$ cat config.mk
export PLATFORM = sky130hd
export DESIGN_NAME = xor_arbiter
export DESIGN_NICKNAME = d
export VERILOG_FILES = /design/src/rtl/xor_arbiter.sv
export SDC_FILE = /design/constraint.sdc
export NUM_CORES = 1
export LEC_CHECK = 0
export CORE_MARGIN = 2
export CORE_UTILIZATION = 36
export CTS_CLUSTER_DIAMETER = 120
export DETAILED_ROUTE_END_ITERATION = 8
export GPL_ROUTABILITY_DRIVEN = 0
export PLACE_DENSITY = 0.82
export SYNTH_ARGS = -nofsm -noshare
export SYNTH_HDL_FRONTEND = slang
export SYNTH_SLANG_ARGS = --single-unit
$ cat constraint.sdc
create_clock -name clk -period 3 [get_ports clk]
set_input_delay 0.45 -clock clk [delete_from_list [all_inputs] [get_ports clk]]
set_output_delay 0.45 -clock clk [all_outputs]
set_load 0.005 [all_outputs]
$ cat src/rtl/xor_arbiter.sv
// xor_arbiter: four requesters share one N-bit XOR datapath under
// round-robin arbitration. The result and the winner's tag are registered
// behind a valid/ready output port.
module xor_arbiter #(
   parameter int N = 16
) (
   input  logic           clk,
   input  logic           rst,
   input  logic [3:0]     req,
   input  logic [4*N-1:0] a_in,
   input  logic [4*N-1:0] b_in,
   output logic [3:0]     ack,
   output logic [N-1:0]   f_out,
   output logic [1:0]     f_tag,
   output logic           f_valid,
   input  logic           f_ready
);

   logic [1:0]   ptr_q,     ptr_d;
   logic [N-1:0] f_out_q,   f_out_d;
   logic [1:0]   f_tag_q,   f_tag_d;
   logic         f_valid_q, f_valid_d;

   logic [N-1:0] a_arr [4];
   logic [N-1:0] b_arr [4];
   logic [7:0]   req_dbl;
   logic [3:0]   req_rot;
   logic [1:0]   grant_off;
   logic [1:0]   grant_idx;
   logic         out_free;
   logic         grant_valid;
   logic [N-1:0] xor_res;

   // Unpack the per-requester operand slices.
   generate
      for (genvar gi = 0; gi < 4; gi++) begin : g_unpack
         assign a_arr[gi] = a_in[gi*N +: N];
         assign b_arr[gi] = b_in[gi*N +: N];
      end
   endgenerate

   // Rotate the request vector so that bit 0 is the requester at ptr.
   assign req_dbl = {req, req};
   assign req_rot = req_dbl[ptr_q +: 4];

   // Priority-encode the rotated requests; the lowest offset from ptr wins.
   always_comb begin
      grant_off = 2'd0;
      casez (req_rot)
         4'b???1: grant_off = 2'd0;
         4'b??10: grant_off = 2'd1;
         4'b?100: grant_off = 2'd2;
         4'b1000: grant_off = 2'd3;
         default: grant_off = 2'd0;
      endcase
   end

   // The output register may take a new result when it is empty or being drained.
   assign out_free    = !f_valid_q || f_ready;
   assign grant_valid = !rst && out_free && (req != 4'b0000);
   // Two-bit addition wraps 3 back to 0.
   assign grant_idx   = ptr_q + grant_off;

   // The single shared XOR, fed from the granted requester's operands.
   assign xor_res = a_arr[grant_idx] ^ b_arr[grant_idx];

   // One-hot acknowledge for the winner; depends only on control inputs.
   always_comb begin
      ack = 4'b0000;
      if (grant_valid) begin
         ack = 4'b0001 << grant_idx;
      end
   end

   // Next-state: load on grant, drop valid on a drain with no grant, else hold.
   always_comb begin
      ptr_d     = ptr_q;
      f_out_d   = f_out_q;
      f_tag_d   = f_tag_q;
      f_valid_d = f_valid_q;
      if (grant_valid) begin
         f_out_d   = xor_res;
         f_tag_d   = grant_idx;
         f_valid_d = 1'b1;
         ptr_d     = grant_idx + 2'd1;
      end else if (f_valid_q && f_ready) begin
         f_valid_d = 1'b0;
      end
   end

   // State registers with synchronous reset.
   always_ff @(posedge clk) begin
      if (rst) begin
         ptr_q     <= 2'd0;
         f_out_q   <= '0;
         f_tag_q   <= 2'd0;
         f_valid_q <= 1'b0;
      end else begin
         ptr_q     <= ptr_d;
         f_out_q   <= f_out_d;
         f_tag_q   <= f_tag_d;
         f_valid_q <= f_valid_d;
      end
   end

   assign f_out   = f_out_q;
   assign f_tag   = f_tag_q;
   assign f_valid = f_valid_q;

endmodule

==> summary.txt <==
Result of the run -> complete, no violations
Number of detailed-route iterations in the first pass -> 4
Most repeated cell in the gate-level netlist after synthesis -> xor2_1
RSZ-0062 raised after global routing -> false
Diode insertion count for antenna repair -> 0
Clk Latency, worst-skew pair -> 0.26 ns
Overall global routing resource usage -> 0.1988
Clock tree skew after final layout -> 0.009385 ns
Number of nets in the final layout -> 589
Max Clock Freq -> 340.4 MHz
Placeable core region -> 5991 um2
Number of enable-type register cells in the synthesized netlist -> 0
Yosys warning count -> 0
Depth of the worst register-to-register path -> 10
Class of the worst hold path -> flop to flop
Average wire per standard cell -> 13.29 um
Pin count of the biggest net entering global routing -> 19
Final HPWL DP -> 5.786 mm
Num ports -> 158
Initial DRC Count -> 77
Setup violations, final -> 0
Fraction of synthesized cell area taken by the top area cell type -> 0.2517
First-pass GRT wire length -> 11.61 mm
Chip Height -> 83.27 um
Transition time of the tightest slew-check pin -> 0.4053 ns
Number of buffers added to fix hold violations after cts -> 0
Post-synthesis instance area -> 2262 um2
Post-detailed-route count of antenna-violating nets -> 0
Worst vdd ir -> 0.0004933 V
Area leader, netlist -> xor2_1
Final worst path period share -> 0.9793
Synthesized Nets -> 425
Share of final-layout standard cells stronger than drive strength 1 -> 0.09956
Total routed wirelength -> 7.006 mm
Number of levels in the clock H-tree -> 1
Top cells by area, synth -> xor2_1 25%, dfxtp_1 19%, mux2i_1 15%, o22ai_1 9.1%, nor2_1 7.1%
CTS tree -> built
Post-Route Hold Slack -> 0.4447 ns
Crit Path Class -> input pin to output port
Proportion of register bits with asynchronous set or reset after synthesis -> 0
Sequential cell area fraction in the yosys report -> 0.1858
Num rows -> 28
Antenna violations before repair -> 0
Top cells by instance count after synthesis -> 65 x xor2_1, 43 x nor2_1, 33 x mux2i_1, 33 x o22ai_1, 22 x nand2_1
Reg clk slew, reported paths -> 0.07 ns
Detail-routed via count per cell -> 4.989
Die Width -> 83.27 um
Worst-path fanout max -> 5
Number of instances in the synthesized netlist -> 289
Minimum setup slack after placement -> -0.3066 ns
Mapped Avg Cell Area -> 7.828 um2
Worst hold path depth -> 2
Number of buffers added on ports -> 157
Total die area -> 6934 um2
Leakage power of the design -> 1.686 nW
Buffer levels on the longest clock path -> 2
Max transition margin -> 0.7292
Data required time at the worst endpoint -> 2.55 ns
Sinks on Clock Net -> 21
Clock period minus worst slack -> 2.938 ns
Clock root buffer -> clkbuf_8
GRT overflow -> 0
Vias -> 2629
Cell variety after synth -> 37
Final hold violation count -> 0
Vias in the first global route -> 2659
CP Data Arrival Time -> 2.49 ns
Area growth, synth to finish -> 80.81%
Type of origin of the critical path -> input pin
MaxCap Viol Count -> 0
Number of flip-flops and latches in the synthesized netlist -> 21
DRC violation count after routing -> 0
Min setup slack post-route -> 0.06204 ns
Top flip-flop cell by instance count after synthesis -> dfxtp_1
Power density normalized to cell area -> 602.0 nW/um2
Max-slew violation count -> 0
Number of CTS-inserted buffers -> 3
Utilization after layout -> 0.6827
CP Capture Type -> output port
Initial core utilization -> 0.3776
cells in the final DEF (no fill, tap or decap), types with 3 or more instances in the layout:
| master | instances |
|---|---|
| dfxtp_1 | 19 |
| buf_4 | 21 |
| nand2b_1 | 3 |
| nor2_1 | 41 |
| clkbuf_8 | 3 |
| xor2_1 | 65 |
| mux2i_1 | 33 |
| o21ai_0 | 6 |
| nand2_1 | 22 |
| o21ai_1 | 11 |
| o22ai_1 | 33 |
| clkdlybuf4s50_1 | 151 |
| dlygate4sd2_1 | 4 |
cell type report:
| class | instances | area [um2] |
|---|---|---|
| Inverter | 1 | 3.754 |
| Clock buffer | 4 | 45.04 |
| Sequential cell | 21 | 422.9 |
| Fill cell | 487 | 1901 |
| Timing Repair Buffer | 180 | 1737 |
| Multi-Input combinational cell | 246 | 1788 |
| Tap cell | 75 | 93.84 |
kinds of logic after synthesis:
family	share of synthesized area
AND/OR/NAND/NOR	0.1670
XOR/XNOR	0.2666
AO/OA/AOI/OAI	0.1659
multiplexers	0.1510
buffers and inverters	0.05807
flip-flops	0.1858
adder cells (fa/ha/maj)	0.005530
final timing paths:
| kind | end | start | slack [ns] |
|---|---|---|---|
| worst min-delay path | f_out[14]$_SDFFE_PP0P_ | f_out[14]$_SDFFE_PP0P_ | 0.44 |
| worst min register to register | f_out[14]$_SDFFE_PP0P_ | f_out[14]$_SDFFE_PP0P_ | 0.44 |
| worst max-delay path | ack[3] | req[3] | 0.06 |
| worst max register to register | f_out[6]$_SDFFE_PP0P_ | ptr_q[0]$_SDFFE_PP0P_ | 0.69 |
through the flow:
stage / setup TNS, ns / total power [mW] / instance area (um2) / instances
4_1_cts: 0 / 2.466 / 4080 / 527
5_1_grt: 0 / 2.656 / 4090 / 527
3_3_place_gp: -0.6844 / 2.162 / 3968 / 522
6_report: 0 / 2.462 / 4090 / 527
3_5_place_dp: -1.053 / 2.209 / 3968 / 522
2_1_floorplan: 0 / 1.500 / 2262 / 289
worst max-delay path: stages:
cell and delay [ns]:
dlygate4sd2_1 0.25, buf_6 0.14, nor2_4 0.10, nor4_1 0.05
a21oi_1 0.12, nand2_1 0.10, ha_4 0.19, xnor2_4 0.23
xnor2_2 0.17, and3_1 0.18, clkdlybuf4s50_1 0.49
power by group:
group          switching (mW)  total, mW  internal, mW
sequential             0.0851      0.487         0.402
combinational           0.794       1.79         0.996
clock                  0.0909      0.185        0.0945
total                   0.970       2.46          1.49
registers in the layout, summed over array words and instances, names as in the netlist:
signal / cells
f_out: 16
f_tag: 2
ptr_q: 2
f_valid: 1
metal layers:
metal / vias to the layer above / share of wire / track usage / wire length [um]
li1: 1333 / - / - / -
met1: 1184 / 0.38 / 0.2149 / 2674
met2: 101 / 0.54 / 0.3900 / 3782
met3: 11 / 0.059 / 0.02982 / 413
met4: 0 / 0.019 / 0.06259 / 135
met5: - / 0 / 0 / 0
what timing repair did:
action | 4_1_cts | 5_1_grt
gates cloned | 0 | 0
pin swaps | 7 | 2
endpoints found under the setup margin | 4 | 2
resized for setup | 19 | 8
setup buffers | 1 | 0
No activity file was read; power rests on OpenSTA's default activity.
